<file path="src/rtl/mips_pkg.sv">
// Shared MIPS encoding definitions: mnemonics, opcode/funct constants,
// instruction format classes and the mnemonic-to-format mapping.
package mips_pkg;

    typedef enum logic [3:0] {
        NEM_ZERO  = 4'd0,
        NEM_ADD   = 4'd1,
        NEM_AND   = 4'd2,
        NEM_OR    = 4'd3,
        NEM_SLT   = 4'd4,
        NEM_SUB   = 4'd5,
        NEM_XOR   = 4'd6,
        NEM_ADDI  = 4'd7,
        NEM_ADDIU = 4'd8,
        NEM_LW    = 4'd9,
        NEM_SW    = 4'd10,
        NEM_BEQ   = 4'd11,
        NEM_ABS   = 4'd12,
        NEM_JUMP  = 4'd13
    } t_instr_pnmen;

    typedef enum logic [2:0] {
        FMT_R,
        FMT_I,
        FMT_J,
        FMT_NOP,
        FMT_BAD
    } t_instr_fmt;

    // Primary opcodes; ABS sits in an otherwise unused opcode slot.
    localparam logic [5:0] ZERO  = 6'h00;
    localparam logic [5:0] ADDI  = 6'h08;
    localparam logic [5:0] ADDIU = 6'h09;
    localparam logic [5:0] BEQ   = 6'h04;
    localparam logic [5:0] LW    = 6'h23;
    localparam logic [5:0] SW    = 6'h2B;
    localparam logic [5:0] JUMP  = 6'h02;
    localparam logic [5:0] ABS   = 6'h1C;

    // R-type funct codes
    localparam logic [5:0] ADD   = 6'h20;
    localparam logic [5:0] AND   = 6'h24;
    localparam logic [5:0] OR    = 6'h25;
    localparam logic [5:0] SLT   = 6'h2A;
    localparam logic [5:0] SUB   = 6'h22;
    localparam logic [5:0] XOR   = 6'h26;

    typedef struct packed {
        logic        last;
        logic [31:0] word;
    } t_fifo_ent;

    function automatic t_instr_fmt nem_to_fmt(input t_instr_pnmen nem);
        t_instr_fmt fmt;
        case (nem)
            NEM_ADD, NEM_AND, NEM_OR, NEM_SLT, NEM_SUB, NEM_XOR:
                fmt = FMT_R;
            NEM_ADDI, NEM_ADDIU, NEM_LW, NEM_SW, NEM_BEQ, NEM_ABS:
                fmt = FMT_I;
            NEM_JUMP:
                fmt = FMT_J;
            NEM_ZERO:
                fmt = FMT_NOP;
            default:
                fmt = FMT_BAD;
        endcase
        return fmt;
    endfunction

endpackage

</file>
<file path="src/rtl/mips_instr_encoder_fifo.sv">
// Two-entry FIFO of {last, word}. The tail entry's last bit can be set in
// place so an end-of-program marker can be attached after the word was queued.
module enc_fifo2
    import mips_pkg::*;
(
    input  logic      clk,
    input  logic      rst,
    input  logic      i_push_valid,
    output logic      o_push_ready,
    input  t_fifo_ent i_push_data,
    input  logic      i_mark_tail,
    output logic      o_pop_valid,
    input  logic      i_pop_ready,
    output t_fifo_ent o_pop_data,
    output logic [1:0] o_count
);

    t_fifo_ent  r_mem [2];
    logic       r_wr_ptr;
    logic       r_rd_ptr;
    logic [1:0] r_count;
    logic       w_push;
    logic       w_pop;

    assign o_push_ready = (r_count != 2'd2);
    assign o_pop_valid  = (r_count != 2'd0);
    assign o_pop_data   = r_mem[r_rd_ptr];
    assign o_count      = r_count;
    assign w_push       = i_push_valid && o_push_ready;
    assign w_pop        = o_pop_valid && i_pop_ready;

    always_ff @(posedge clk) begin
        if (rst) begin
            r_wr_ptr <= 1'b0;
            r_rd_ptr <= 1'b0;
            r_count  <= 2'd0;
            for (int unsigned i = 0; i < 2; i++) begin
                r_mem[i] <= '0;
            end
        end else begin
            if (w_push) begin
                r_mem[r_wr_ptr] <= i_push_data;
                r_wr_ptr        <= !r_wr_ptr;
            end
            // Tail is the most recently written slot, one behind the write pointer.
            if (i_mark_tail && !w_push) begin
                r_mem[!r_wr_ptr].last <= 1'b1;
            end
            if (w_pop) begin
                r_rd_ptr <= !r_rd_ptr;
            end
            case ({w_push, w_pop})
                2'b10:   r_count <= r_count + 2'd1;
                2'b01:   r_count <= r_count - 2'd1;
                default: r_count <= r_count;
            endcase
        end
    end

endmodule

</file>
<file path="src/rtl/mips_instr_encoder.sv">
// Streaming MIPS instruction encoder: packs mnemonic + fields into 32-bit
// words, buffers them two deep and emits them with sequential byte addresses.
module mips_instr_encoder
    import mips_pkg::*;
#(
    parameter int unsigned        ADDR_W    = 32,
    parameter logic [ADDR_W-1:0]  BASE_ADDR = '0
)
(
    input  logic              clk,
    input  logic              rst,
    input  logic              in_valid,
    output logic              in_ready,
    input  t_instr_pnmen      in_nem,
    input  logic [4:0]        in_rs,
    input  logic [4:0]        in_rt,
    input  logic [4:0]        in_rd,
    input  logic [15:0]       in_imm,
    input  logic [25:0]       in_target,
    input  logic              in_last,
    output logic              out_valid,
    input  logic              out_ready,
    output logic [31:0]       out_word,
    output logic [ADDR_W-1:0] out_addr,
    output logic              done,
    output logic              err
);

    t_instr_fmt        w_fmt;
    logic [5:0]        w_opc;
    logic [5:0]        w_funct;
    logic [31:0]       w_word;
    logic              w_accept;
    logic              w_bad;
    logic              w_push;
    logic              w_pop;
    logic              w_direct;
    logic              w_mark_tail;
    logic              w_fifo_ready;
    logic              w_fifo_valid;
    logic [1:0]        w_count;
    t_fifo_ent         w_head;
    logic              r_done;
    logic              r_err;
    logic [ADDR_W-1:0] r_addr;

    always_comb begin
        w_fmt   = nem_to_fmt(in_nem);
        w_opc   = ZERO;
        w_funct = ZERO;
        case (in_nem)
            NEM_ADD:   w_funct = ADD;
            NEM_AND:   w_funct = AND;
            NEM_OR:    w_funct = OR;
            NEM_SLT:   w_funct = SLT;
            NEM_SUB:   w_funct = SUB;
            NEM_XOR:   w_funct = XOR;
            NEM_ADDI:  w_opc   = ADDI;
            NEM_ADDIU: w_opc   = ADDIU;
            NEM_LW:    w_opc   = LW;
            NEM_SW:    w_opc   = SW;
            NEM_BEQ:   w_opc   = BEQ;
            NEM_ABS:   w_opc   = ABS;
            NEM_JUMP:  w_opc   = JUMP;
            default:   w_opc   = ZERO;
        endcase

        w_word = '0;
        case (w_fmt)
            FMT_R:   w_word = {ZERO, in_rs, in_rt, in_rd, 5'b0, w_funct};
            FMT_I:   w_word = {w_opc, in_rs, in_rt, (in_nem == NEM_ABS) ? 16'h0000 : in_imm};
            FMT_J:   w_word = {w_opc, in_target};
            default: w_word = '0;
        endcase
    end

    assign in_ready = w_fifo_ready;
    assign w_accept = in_valid && w_fifo_ready;
    assign w_bad    = w_accept && (w_fmt == FMT_BAD);
    assign w_push   = w_accept && (w_fmt != FMT_BAD);
    assign w_pop    = w_fifo_valid && out_ready;

    // An illegal beat carrying in_last ends the program: if nothing will be
    // left queued after this edge, finish now; otherwise tag the newest word.
    assign w_direct    = w_bad && in_last &&
                         ((w_count == 2'd0) || ((w_count == 2'd1) && w_pop));
    assign w_mark_tail = w_bad && in_last && !w_direct;

    enc_fifo2 u_fifo (
        .clk          (clk),
        .rst          (rst),
        .i_push_valid (w_push),
        .o_push_ready (w_fifo_ready),
        .i_push_data  ({in_last, w_word}),
        .i_mark_tail  (w_mark_tail),
        .o_pop_valid  (w_fifo_valid),
        .i_pop_ready  (out_ready),
        .o_pop_data   (w_head),
        .o_count      (w_count)
    );

    always_ff @(posedge clk) begin
        if (rst) begin
            r_addr <= BASE_ADDR;
            r_done <= 1'b0;
            r_err  <= 1'b0;
        end else begin
            r_done <= (w_pop && w_head.last) || w_direct;
            if (w_bad) begin
                r_err <= 1'b1;
            end
            if ((w_pop && w_head.last) || w_direct) begin
                r_addr <= BASE_ADDR;
            end else if (w_pop) begin
                r_addr <= r_addr + ADDR_W'(4);
            end
        end
    end

    assign out_valid = w_fifo_valid;
    assign out_word  = w_head.word;
    assign out_addr  = r_addr;
    assign done      = r_done;
    assign err       = r_err;

endmodule

</file>
<file path="config.mk">
export PLATFORM = sky130hd
export DESIGN_NAME = mips_instr_encoder
export DESIGN_NICKNAME = d
export VERILOG_FILES = /design/src/rtl/mips_pkg.sv /design/src/rtl/mips_instr_encoder_fifo.sv /design/src/rtl/mips_instr_encoder.sv
export SDC_FILE = /design/constraint.sdc
export NUM_CORES = 1
export LEC_CHECK = 0
export ABC_CLOCK_PERIOD_IN_PS = 3000
export CAP_MARGIN = 20
export CORE_MARGIN = 5
export CORE_UTILIZATION = 50
export CTS_CLUSTER_SIZE = 28
export DETAILED_ROUTE_END_ITERATION = 10
export DONT_BUFFER_PORTS = 1
export PLACE_DENSITY_LB_ADDON = 0.05
export SLEW_MARGIN = 20
export SYNTH_ARGS = -nofsm -noshare
export SYNTH_HDL_FRONTEND = slang
export SYNTH_SLANG_ARGS = --single-unit
export TNS_END_PERCENT = 5
</file>
<file path="constraint.sdc">
create_clock -name clk -period 3 [get_ports clk]
set_input_delay 0.15 -clock clk [delete_from_list [all_inputs] [get_ports clk]]
set_output_delay 0.15 -clock clk [all_outputs]
set_load 0.03 [all_outputs]
</file>
==> impl_metrics.toml <==
[setup_path]
crit_fanout = 17
r2r_slack_ns = 0.47
cp.arrival_ns = 2.82
crit_path_cell_trace = "inv_1 -> ha_1 -> nand4b_1 -> or4_1 -> or4_1 -> a21oi_1"
crit_type = "reg -> reg"
cp.required_ns = 3.29
critPathLaunchType = "flop"
crit_top_cell = "or4_1"
crit_buf_inv = 1
slowest_delay_ns = 0.71
cp_top_family = "simple AND/OR/NAND/NOR gates"
crit_path_top_delay_cell = "or4_1"
cp-end-kind = "flop"

[global_routing]
track_usage_pct = 18.4
grt_first_pass_wirelength_mm = 16.9
grt_pass1_vias = 3388
grt_max_degree = 33
antenna_found_initial = 0
overflow = 0

[detailed_routing]
viasPerCell = 5.80
routed_wire_length_per_instance_um = 18.0
ant_nets = 0
drc = 0
drt_pass1_iterations = 6
vias = 3515
routed_wl_mm = 10.9
drtIter0Drc = 132

[yosys]
syn_inst = 466
synth_edf_count = 66
ys.flop_type = "edfxtp_1"
yosysSeqAreaShare_pct = 54.8
ys_types = 50
synth_area_um2 = 4960
avgSynthCellArea_um2 = 10.7
synthArstFlopShare_pct = 0
ys_warn_count = 0
ys_ff_latch = 103

[hold_path]
worstHoldPathType = "in -> reg"

[clock_network]
numCtsBuffers = 9
cts_sinks = 103
clockBufferDepth = 2
h-tree-depth = 3
cts_setup_buffers = 0
clk_pin_slew_ns = 0.10
root_buffer = "clkbuf_8"
clock_latency_ns = 0.36
cts_tree = "built"

[cells_and_area]
stdcell_area_um2 = 5400
nets = 539
layout_commonest_cell = "nor2_1"
finalNonFillerCells = 606
layout-drive-gt1-share_pct = 15.0
diodes = 0
most-common-layout-cells = "84 x nor2_1, 66 x edfxtp_1, 37 x dfxtp_1"
area_growth_pct = 8.85

[pwr]
p_seq_share_pct = 46.9
p_sw_w = 0.00119
power_density_nw_per_um2 = 669
ir_worst_vdd_v = 0.000320
finalPower_w = 0.00362
swShare_pct = 32.8
p_int_w = 0.00243
clock_power_share_pct = 25.5
p_comb_share_pct = 27.7
total_leakage_power_nw = 1.84

[status]
outcome = "finished clean"

[die]
die_x_um = 110
start_util_pct = 51.0
core-area_um2 = 9730
die_y_um = 110
rows = 36
die_area_um2 = 12000
ios = 134

[placement]
gp_congestion = 0.773
place_inst = 584
portBuffers = 0
place_area_um2 = 5130
dpl_worst_slack_ns = 0.460
place.detailed.hpwl_mm = 7.12

[timing]
skew_ns = 0.00961
max_freq_mhz = 396
period_share_pct = 84.2
fin_tns_setup_ns = 0
grt_setup_unrepaired = "false"
worst_pin_slew_ns = 0.934
setup_viol = 0
relSlewSlack_pct = 37.6
slew_violations = 0
finalCriticalPeriod_ns = 2.53
finalHoldViolations = 0
timing.final.ws_setup_ns = 0.474

[job]
maxCapViolCount = 0
cells in the mapped netlist, types with 11 or more instances:
library cell / instances / area [µm²]
nor2_1: 84 / 315
edfxtp_1: 66 / 1980
dfxtp_1: 37 / 741
mux2_2: 32 / 360
clkbuf_1: 27 / 101
a21oi_1: 20 / 100
a22oi_1: 19 / 143
nand2_1: 15 / 56.3
o21ai_0: 14 / 70.1
nand3_1: 11 / 55.1
nor2b_1: 11 / 68.8
state kept, by name, indices dropped and copies added, names as in the netlist, named ones only:
register	flops
done	1
err	1
out_addr	30
u_fifo.o_count	2
u_fifo.r_mem	66
u_fifo.r_rd_ptr	1
u_fifo.r_wr_ptr	1
cells by family (layout without fill, tap and decap cells):
family                   count (synthesis)  in the layout  synth area share (%)
AND/OR/NAND/NOR                        186            186                  18.9
flip-flops                             103            103                  54.8
AO/OA/AOI/OAI                           81             81                  11.0
buffers and inverters                   39             45                  3.23
multiplexers                            36             36                  8.06
XOR/XNOR                                15             15                  2.65
adder cells (fa/ha/maj)                  5              5                  1.26
other                                    1              2                0.0755
area by class of cell:
cell class	instances	area, µm²
Tap cell	133	166
Sequential cell	103	2720
Multi-Input combinational cell	325	2100
Clock buffer	10	128
Clock inverter	6	85.1
Fill cell	882	4330
Inverter	7	26.3
Timing Repair Buffer	22	180
what timing repair did:
| action | in CTS | in global routing |
|---|---|---|
| hold buffers | 6 | 0 |
| resized for setup | 0 | 0 |
| setup endpoints to repair | 0 | 0 |
| hold endpoints to repair | 13 | 0 |
worst reg2reg max path, cell delays in order (launching register included):
cell and delay, ns:
dfxtp_1 0.38, inv_1 0.08, ha_1 0.28, nand4b_1 0.28, or4_1 0.71, or4_1 0.55, a21oi_1 0.18
stage by stage:
step | util, % | hold WS [ns]
2_1_floorplan | - | 0.298
3_3_place_gp | 52.7 | 0.225
3_5_place_dp | 52.7 | 0.227
4_1_cts | 55.5 | 0.00860
5_1_grt | 55.5 | 0.0185
6_report | 55.5 | 0.0301
path summary, 6_finish.rpt:
path                          start                   to  cells past startpoint
setup / recovery  u_fifo.o_count[0]         out_addr[25]                      6
hold / removal           in_imm[10]  u_fifo.r_mem[1][10]                      2
setup reg to reg  u_fifo.o_count[0]         out_addr[25]                      6
hold reg to reg     u_fifo.r_rd_ptr                 flop                      2
power groups by stage:
stage	sequential (W)	clock (W)	combinational, W
after global routing	0.00171	0.00103	0.00107
after global placement	0.00172	0	0.000999
after floorplan	0.00174	0	0.000835
after detailed placement	0.00173	0	0.00100
after CTS	0.00170	0.000947	0.00101
final	0.00170	0.000921	0.00100
layer usage:
metal	global-route usage, %	share of wire (%)	vias to the layer above
li1	-	-	1711
met1	22.3	40	1671
met2	31.3	50	119
met3	5.34	8.9	14
met4	6.14	1.0	0
met5	0	0	-
Note: power is estimated with default switching activity, not from simulation.
